===== src/rtl/pipeline_hazard_ctrl_pkg.sv =====
// pipeline_hazard_ctrl_pkg: shared types and constants for the RAT pipeline control sequencer
package rat_pipe_pkg;
  localparam int RF_ADDR_W = 5;
  localparam logic [9:0] INT_VECTOR = 10'h3FF;
  typedef enum logic [2:0] {RUN, FLUSH, DRAIN, INJECT, REDIRECT} hz_state_t;
endpackage


===== src/rtl/pipeline_hazard_ctrl_if.sv =====
// pipeline_hazard_ctrl_if: pipeline status in, control-vector register commands out
interface pipeline_hazard_ctrl_if #(
  parameter int RF_ADDR_W = rat_pipe_pkg::RF_ADDR_W,
  parameter int CNT_W = 16
);
  logic [RF_ADDR_W-1:0] id_x_addr, id_y_addr, ex_wb_addr;
  logic id_x_used, id_y_used, ex_rf_wr, ex_is_load, ex_br_taken, int_req;
  logic stall_if, flush_if_id, nop_id_ex, int_inject, int_ack, busy;
  logic [CNT_W-1:0] stall_count;
  modport master (
    output id_x_addr, id_x_used, id_y_addr, id_y_used, ex_rf_wr, ex_is_load, ex_wb_addr, ex_br_taken, int_req,
    input stall_if, flush_if_id, nop_id_ex, int_inject, int_ack, busy, stall_count
  );
  modport slave (
    input id_x_addr, id_x_used, id_y_addr, id_y_used, ex_rf_wr, ex_is_load, ex_wb_addr, ex_br_taken, int_req,
    output stall_if, flush_if_id, nop_id_ex, int_inject, int_ack, busy, stall_count
  );
endinterface


===== src/rtl/pipeline_hazard_ctrl_load_use_detect.sv =====
// load_use_detect: flags an ID source register that a load in EX has not yet produced
module load_use_detect #(
  parameter int RF_ADDR_W = 5
) (
  input  logic [RF_ADDR_W-1:0] x_addr,
  input  logic                 x_used,
  input  logic [RF_ADDR_W-1:0] y_addr,
  input  logic                 y_used,
  input  logic                 ex_rf_wr,
  input  logic                 ex_is_load,
  input  logic [RF_ADDR_W-1:0] wb_addr,
  output logic                 hazard
);
  assign hazard = ex_rf_wr & ex_is_load & ((x_used & (x_addr == wb_addr)) | (y_used & (y_addr == wb_addr)));
endmodule


===== src/rtl/pipeline_hazard_ctrl.sv =====
// pipeline_hazard_ctrl: load-use stall, branch flush and interrupt entry sequencing
module pipeline_hazard_ctrl import rat_pipe_pkg::*; #(
  parameter int RF_ADDR_W = rat_pipe_pkg::RF_ADDR_W,
  parameter int FLUSH_DEPTH = 2,
  parameter int INT_DRAIN = 2,
  parameter int CNT_W = 16
) (
  input logic clk,
  input logic rst,
  pipeline_hazard_ctrl_if.slave hz
);
  localparam logic [1:0] FD1 = 2'(FLUSH_DEPTH - 1);
  localparam logic [1:0] ID1 = 2'(INT_DRAIN - 1);
  localparam hz_state_t BR_ST = (FLUSH_DEPTH == 1) ? RUN : FLUSH;
  localparam hz_state_t INT_ST = (INT_DRAIN == 1) ? INJECT : DRAIN;
  hz_state_t state, state_n;
  logic [1:0] cnt, cnt_n;
  logic [CNT_W-1:0] stall_count;
  logic hazard, last, run_flush, run_stall;
  load_use_detect #(.RF_ADDR_W(RF_ADDR_W)) u_load_use_detect (
    .x_addr(hz.id_x_addr), .x_used(hz.id_x_used),
    .y_addr(hz.id_y_addr), .y_used(hz.id_y_used),
    .ex_rf_wr(hz.ex_rf_wr), .ex_is_load(hz.ex_is_load),
    .wb_addr(hz.ex_wb_addr), .hazard(hazard)
  );
  always_ff @(posedge clk or posedge rst)
    if (rst) begin
      state <= RUN;
      cnt <= '0;
    end else begin
      state <= state_n;
      cnt <= cnt_n;
    end
  // cnt counts remaining cycles of the current state; the state ends as it reaches zero
  assign last = cnt < 2'd2;
  always_comb begin
    state_n = state;
    cnt_n = cnt;
    case (state)
      RUN: begin
        state_n = hz.ex_br_taken ? BR_ST : hz.int_req ? INT_ST : RUN;
        cnt_n = hz.ex_br_taken ? FD1 : hz.int_req ? ID1 : cnt;
      end
      FLUSH: begin
        state_n = last ? RUN : FLUSH;
        cnt_n = cnt - 2'd1;
      end
      DRAIN: begin
        state_n = hz.ex_br_taken ? BR_ST : last ? INJECT : DRAIN;
        cnt_n = hz.ex_br_taken ? FD1 : cnt - 2'd1;
      end
      INJECT: state_n = REDIRECT;
      default: state_n = RUN;
    endcase
  end
  always_comb begin
    run_flush = (state == RUN) & hz.ex_br_taken;
    run_stall = (state == RUN) & ~hz.ex_br_taken & (hz.int_req | hazard);
    hz.stall_if = rst | run_stall | (state == DRAIN) | (state == INJECT);
    hz.flush_if_id = rst | run_flush | (state == FLUSH) | (state == REDIRECT);
    hz.nop_id_ex = rst | run_flush | run_stall | (state inside {FLUSH, DRAIN, REDIRECT});
    hz.int_inject = state == INJECT;
    hz.int_ack = state == INJECT;
    hz.busy = state != RUN;
  end
  always_ff @(posedge clk or posedge rst)
    if (rst) stall_count <= '0;
    else if (hz.stall_if && !(&stall_count)) stall_count <= stall_count + 1'b1;
  assign hz.stall_count = stall_count;
endmodule


===== src/flat_wrapper.sv =====
// flat-port wrapper written by rule: the top's interface ports become plain ports
module pipeline_hazard_ctrl_flat import rat_pipe_pkg::*;
#(
  parameter int RF_ADDR_W = rat_pipe_pkg::RF_ADDR_W,
  parameter int FLUSH_DEPTH = 2,
  parameter int INT_DRAIN = 2,
  parameter int CNT_W = 16
)
  (clk, rst, hz_id_x_addr, hz_id_x_used, hz_id_y_addr, hz_id_y_used, hz_ex_rf_wr, hz_ex_is_load, hz_ex_wb_addr, hz_ex_br_taken, hz_int_req, hz_stall_if, hz_flush_if_id, hz_nop_id_ex, hz_int_inject, hz_int_ack, hz_busy, hz_stall_count);
  pipeline_hazard_ctrl_if #(.RF_ADDR_W(RF_ADDR_W), .CNT_W(CNT_W)) hz_i ();
  input logic clk;
  input logic rst;
  input wire logic [$bits(hz_i.id_x_addr)-1:0] hz_id_x_addr;
  input wire logic [$bits(hz_i.id_x_used)-1:0] hz_id_x_used;
  input wire logic [$bits(hz_i.id_y_addr)-1:0] hz_id_y_addr;
  input wire logic [$bits(hz_i.id_y_used)-1:0] hz_id_y_used;
  input wire logic [$bits(hz_i.ex_rf_wr)-1:0] hz_ex_rf_wr;
  input wire logic [$bits(hz_i.ex_is_load)-1:0] hz_ex_is_load;
  input wire logic [$bits(hz_i.ex_wb_addr)-1:0] hz_ex_wb_addr;
  input wire logic [$bits(hz_i.ex_br_taken)-1:0] hz_ex_br_taken;
  input wire logic [$bits(hz_i.int_req)-1:0] hz_int_req;
  output wire logic [$bits(hz_i.stall_if)-1:0] hz_stall_if;
  output wire logic [$bits(hz_i.flush_if_id)-1:0] hz_flush_if_id;
  output wire logic [$bits(hz_i.nop_id_ex)-1:0] hz_nop_id_ex;
  output wire logic [$bits(hz_i.int_inject)-1:0] hz_int_inject;
  output wire logic [$bits(hz_i.int_ack)-1:0] hz_int_ack;
  output wire logic [$bits(hz_i.busy)-1:0] hz_busy;
  output wire logic [$bits(hz_i.stall_count)-1:0] hz_stall_count;
  assign hz_i.id_x_addr = hz_id_x_addr;
  assign hz_i.id_x_used = hz_id_x_used;
  assign hz_i.id_y_addr = hz_id_y_addr;
  assign hz_i.id_y_used = hz_id_y_used;
  assign hz_i.ex_rf_wr = hz_ex_rf_wr;
  assign hz_i.ex_is_load = hz_ex_is_load;
  assign hz_i.ex_wb_addr = hz_ex_wb_addr;
  assign hz_i.ex_br_taken = hz_ex_br_taken;
  assign hz_i.int_req = hz_int_req;
  assign hz_stall_if = hz_i.stall_if;
  assign hz_flush_if_id = hz_i.flush_if_id;
  assign hz_nop_id_ex = hz_i.nop_id_ex;
  assign hz_int_inject = hz_i.int_inject;
  assign hz_int_ack = hz_i.int_ack;
  assign hz_busy = hz_i.busy;
  assign hz_stall_count = hz_i.stall_count;
  pipeline_hazard_ctrl #(.RF_ADDR_W(RF_ADDR_W), .FLUSH_DEPTH(FLUSH_DEPTH), .INT_DRAIN(INT_DRAIN), .CNT_W(CNT_W)) u_core (.clk(clk), .rst(rst), .hz(hz_i));
endmodule

===== config.mk =====
export PLATFORM = sky130hd
export DESIGN_NAME = pipeline_hazard_ctrl_flat
export DESIGN_NICKNAME = d
export VERILOG_FILES = /design/src/rtl/pipeline_hazard_ctrl_pkg.sv /design/src/rtl/pipeline_hazard_ctrl_if.sv /design/src/rtl/pipeline_hazard_ctrl_load_use_detect.sv /design/src/rtl/pipeline_hazard_ctrl.sv /design/src/flat_wrapper.sv
export SDC_FILE = /design/constraint.sdc
export NUM_CORES = 1
export LEC_CHECK = 0
export BUFFER_PORTS_ARGS = -buffer_cell sky130_fd_sc_hd__buf_2
export CAP_MARGIN = 10
export CORE_ASPECT_RATIO = 0.6
export CORE_MARGIN = 2
export CORE_UTILIZATION = 40
export CTS_BUF_LIST = sky130_fd_sc_hd__clkbuf_4 sky130_fd_sc_hd__clkbuf_8
export CTS_CLUSTER_SIZE = 25
export DETAILED_ROUTE_END_ITERATION = 7
export PLACE_DENSITY_LB_ADDON = 0.2
export SETUP_SLACK_MARGIN = 0.4
export SYNTH_ARGS = -nofsm -noshare
export SYNTH_HDL_FRONTEND = slang
export SYNTH_SLANG_ARGS = --single-unit

===== constraint.sdc =====
create_clock -name clk -period 1.75 [get_ports clk]
set_input_delay 0 -clock clk [delete_from_list [all_inputs] [get_ports clk]]
set_output_delay 0 -clock clk [all_outputs]
set_load 0.005 [all_outputs]

# After elaboration in Yosys (flattened, before gate mapping)
# Index checks and enable logic that the tools add are counted.
# word_totals
latchBits	0
ram_bits	0
elab_cells	49
rom_bits	0
ff_bits	21
in_bits	23
n_memories	0
output_inout_bits	22
# op_classes
mul	0
n_shift	0
reduce_logical	8
addsub	2
order_cmp	1
n_div	0
mux	10
n_eq_ne	7
n_bitwise	18
# op_table
operator	count
adder 16 x 1 -> 16 bit (second input constant)	1
AND reduction 16 bit	1
one-hot mux 3 bit (4 select lines)	1
== test 5 bit	2
bitwise OR 1 bit	10
nonzero test 3 bit	3
2-to-1 mux 2 bit	4
bitwise AND 1 bit	7
== test 3 x 2 -> 1 bit (second input constant)	2
2-to-1 mux 3 bit	2
one-hot mux 2 bit (3 select lines)	1
== test 3 x 1 -> 1 bit (second input constant)	1
== test 3 bit (second input constant)	1
zero test 3 bit	1
inequality test 3 bit (second input constant)	1
< comparator 2 bit (second input constant)	1
2-to-1 mux 1 bit	2
AND reduction 2 bit	1
subtractor 2 x 1 -> 2 bit (second input constant)	1
logical AND 1 bit	1
zero test 1 bit	1
NOT 1 bit	1

# Logic depth before layout (Yosys ltp)
# depth
word_depth	10
ltp_mapped	8
depth_no_buf	7

# Cells and area by module
# A second synthesis with hierarchy kept.
# unflattened
hier_cells	128
hier_area_um2	1330.0
# by_module_without_submodules
module	cells_per_inst	n_inst	area_per_inst_um2	seq_area_each_um2
pipeline_hazard_ctrl	113	1	1211.2	525.5
load_use_detect	15	1	118.9	0.0

# Worst setup path after synthesis
# Ideal clock, no wire load.
# synth_path
path_type	register to register
startpoint	register u_core.state[2]
endpoint	register u_core.stall_count[7], in the netlist u_core.hz.stall_count[7]
setup_time_ns	0.075
period_less_slack_ns	1.844
path_buffers	1
setup_slack_ns	-0.094
path_stages_with_launch	8
required_time_ns	1.675
arrival_ns	1.769
path_cell_list	dfrtp_1 > nor4_4 > nand3_2 > o32ai_4 > o21ai_4 > buf_12 > nor2_4 > xor2_2
# synth_between
elab_chain_len	7
# synth_lines
element	line	rtl
start, declared	pipeline_hazard_ctrl.sv:16	hz_state_t state, state_n;
start signal, assigned	pipeline_hazard_ctrl.sv:31	state <= state_n;
zero test 3 bit	pipeline_hazard_ctrl.sv:58	run_stall = (state == RUN) & ~hz.ex_br_taken & (hz.int_req | hazard);
bitwise AND 1 bit (2 in series)	pipeline_hazard_ctrl.sv:58	
bitwise OR 1 bit (2 in series)	pipeline_hazard_ctrl.sv:59	hz.stall_if = rst | run_stall | (state == DRAIN) | (state == INJECT);
bitwise OR 1 bit (*)	pipeline_hazard_ctrl.sv:59	
logical AND 1 bit (*)	pipeline_hazard_ctrl.sv:68	else if (hz.stall_if && !(&stall_count)) stall_count <= stall_count + 1'b1;
end signal, assigned	pipeline_hazard_ctrl.sv:68	
end, declared	pipeline_hazard_ctrl.sv:18	logic [CNT_W-1:0] stall_count;
# Mark *: on every way between the ends. The rest lies on a longest branch, timed or not.
# A chain may end at the register's enable or synchronous reset.

# Worst setup path in the final report
# layout_path
startpoint	register u_core.state[1]
endpoint	register u_core.stall_count[13], in the netlist u_core.hz.stall_count[13]
# Same word-level chain as after synthesis.

==> impl_results.md <==
- Via/cell ratio: ~4.8
- TritonRoute pass-1 iters: 4
- Synth Area per Inst: 10.7 um2
- Slowest-stage cell, CP: dfrtp_1
- Seq/Total Area, Yosys: 37.1%
- Syn. warnings: 0
- Worst stage delay on the critical path: ~410 ps
- Row cnt: 16
- Total CTS buffers: 3
- Critical Path Start Type: flip-flop
- Crit Path Category: reg2reg
- Nets@finish: 227
- Largest net degree at the start of global routing: 22
- CTS clk-pin slew, worst paths: 80 ps
- I/O Buffers: 44
- Yosys reg bits: 21
- Pwr Density: 1080 nW/um2
- Worst EP arrival: approximately 2100 ps
- Root Driver: clkbuf_8
- Maximum clock insertion buffer count: 2
- Failing checks: negative setup slack
- CTS sink count: 21
- Fill cell count: 295
- Critical Path End Type: flip-flop
- Layout cells sized above 1: between 50% and 60%
- Unique cell type count in the Yosys netlist: 33
- Slew @ Worst Pin: approximately 960 ps
- Clk_lat worst skew: 260 ps
- Post-route cell area: 1980 um2
- Final hold slack: 29.0 ps
- Fin crit share: 107%
- Maximum vdd ir drop: ~0.00069 V
- Placed Cells: 237
- H-tree depth: 1
- Die ar.: 4040 um2
- Post-route setup TNS: -1650 ps
- Overflow after GRT: 0
- Die Wd: roughly 81 um
- Initial core utilization: 42.6%
- Max Cap Violations: 0
- HP Start: hz_int_req
- Crit path required time: approximately 1900 ps
- Die Y: 50.1 um
- I/O pins: 45
- Vias: 1182
- HPWL after detailed placement: approximately 2300 um
- DR iter-0 viols: 31
- WL per Instance: between 10 and 15 um
- Static leakage: a little under 0.001 uW
- R2r setup slk: -130 ps
- Status: finished, violations left
- Number of global-route vias before repair: 1170
- Hold EP: u_core.state[1]$_DFF_PP0_
- Residual DRC: 0
- Mapped Area: 1420 um2
- Hold WC Path Type: in2reg
- Largest fanout on the critical path: 5
- CP Cell Sequence: nor4_4, nand3_2, o32ai_4, o21ai_4, buf_4, nor2_4, xor2_2
- R2R depth: 7
- WHS Path Cells: 3
- Cells after synthesis: 132
- Gpl congestion: 0.768
- # setup viols final: 18
- Slew HR: a little over a third
- Initial antenna violation count: 0
- First-pass GRT wire length: 5260 um
- Reg area: about 530 um2
- Worst Slack Setup Final: -127 ps
- Slew Limit Fails: 0
- Footprint of the multi-input gates: 895 um2
- Core area: 3320 um2
- # diodes: 0
- Area Growth Syn to Fin: 40.1%
- Final ANT Viol Nets: 0
- Post-place setup slack: -105 ps
- Worst r2r dst: u_core.hz.stall_count[13]$_DFFE_PP0P_
- Final Instance Count excl. Fillers: about 250
- Clock skew: approximately 5.5 ps
- Placed Area: 1840 um2
- Worst r2r src: u_core.state[1]$_DFF_PP0_
- Syn_nets: 156
- Drt total wl: 3140 um
- RSZ-0062 raised after global routing: yes
- CTS tree: yes
- Crit path time final: 1880 ps
- Total GRT Usage: between 10% and 20%
- Max Clk Rate: 0.533 GHz
- Fin. Hold Viols: 0
==> repair_timing <==
action,4_1_cts,5_1_grt
pin swaps,2,2
setup endpoints to repair,21,43
cloned,0,1
hold buffers,1,0
setup buffers,3,1
resized for setup,4,12
hold endpoints to repair,21,0
==> worst max-delay path: cells and delay by family, from the launching register on <==
family          cells  cell delay [ps]
flops               1              410
compound gates      2              500
xor+xnor            1              130
simple gates        3              570
buf+inv             1              200
==> Yosys cell counts, drive strengths merged <==
master,number,area (um2)
dfrtp,21,526
nor2,19,139
xor2,13,166
xnor2,12,105
nand3,9,50.1
nand2,8,30.0
a21oi,6,30.0
inv,6,22.5
nor3,6,40.0
o21ai,6,41.3
buf,4,38.8
nand4,4,25.0
and3,2,12.5
clkbuf,2,7.51
nor2b,2,12.5
nor4,2,33.8
or3,2,12.5
a21o,1,7.51
a221o,1,10.0
and4,1,8.76
ha,1,12.5
mux2,1,11.3
nor4b,1,23.8
o31ai,1,21.3
o32ai,1,27.5
==> placed cells by master (no fill, tap or decap), types with 6 or more instances in the layout <==
cell	count
nand2_1	7
xor2_1	6
inv_1	6
dfrtp_1	21
buf_2	44
xnor2_1	11
nand3_1	6
a21oi_1	6
nor2_1	6
nor2_4	9
xor2_2	7
buf_4	24
==> power breakdown <==
part	internal (uW)	total [uW]	switching [uW]	leakage, uW
registers	603	709	106	0.000270
logic	556	1110	551	0.000666
clock network	178	329	152	0.0000262
total	1340	2150	809	0.000962
==> through the flow <==
step | power (uW) | utilization, %
detailed placement | 1710 | 55.3
global placement | 1690 | 55.3
global route | 2320 | 59.7
finish | 2150 | 59.7
CTS | 2080 | 58.1
floorplan | 1330 | -
==> worst max-delay path by stage <==
stage                                             to  depth (start not counted)                 startpoint  slack (ps)
5_1_grt         u_core.hz.stall_count[6]$_DFFE_PP0P_                          7  u_core.state[1]$_DFF_PP0_        -300
4_1_cts         u_core.hz.stall_count[6]$_DFFE_PP0P_                          7  u_core.state[1]$_DFF_PP0_        -110
3_5_place_dp    u_core.hz.stall_count[6]$_DFFE_PP0P_                          7  u_core.state[1]$_DFF_PP0_        -110
3_3_place_gp    u_core.hz.stall_count[6]$_DFFE_PP0P_                          7  u_core.state[1]$_DFF_PP0_         -40
6_report       u_core.hz.stall_count[13]$_DFFE_PP0P_                          7  u_core.state[1]$_DFF_PP0_        -130
2_1_floorplan   u_core.hz.stall_count[7]$_DFFE_PP0P_                          8  u_core.state[0]$_DFF_PP0_          -9
==> kinds of logic (layout without fill, tap and decap cells) <==
kind of cell / after synthesis / after routing / share of synthesized area [%]
multiplexers: 1 / 1 / 0.796
buffers and inverters: 12 / 81 / 4.86
adder cells (fa/ha/maj): 1 / 1 / 0.884
XOR/XNOR: 25 / 25 / 19.2
flip-flops: 21 / 21 / 37.1
AO/OA/AOI/OAI: 16 / 17 / 9.73
AND/OR/NAND/NOR: 56 / 56 / 27.4
==> state kept, by name, summed over array words and instances (netlist names) <==
name                   flops
u_core.cnt                 2
u_core.hz.stall_count     16
u_core.state               3
==> layout make-up <==
type | count | area share, %
repair buffers | 71 | 22.0
well taps | 45 | 2.84
clock buffers | 4 | 2.46
inverters | 6 | 1.14
flip-flops and latches | 21 | 26.5
multi-input cells | 100 | 45.1
==> layer usage <==
metal  share of wire [%]  track usage (%)  vias up
met5                   0                0        -
met4                0.41             3.39        0
met3                 4.8             5.13        2
met2                  47             27.6       24
met1                  48             23.1      567
li1                    -                -      589
Power figures use the tool's default switching activity.
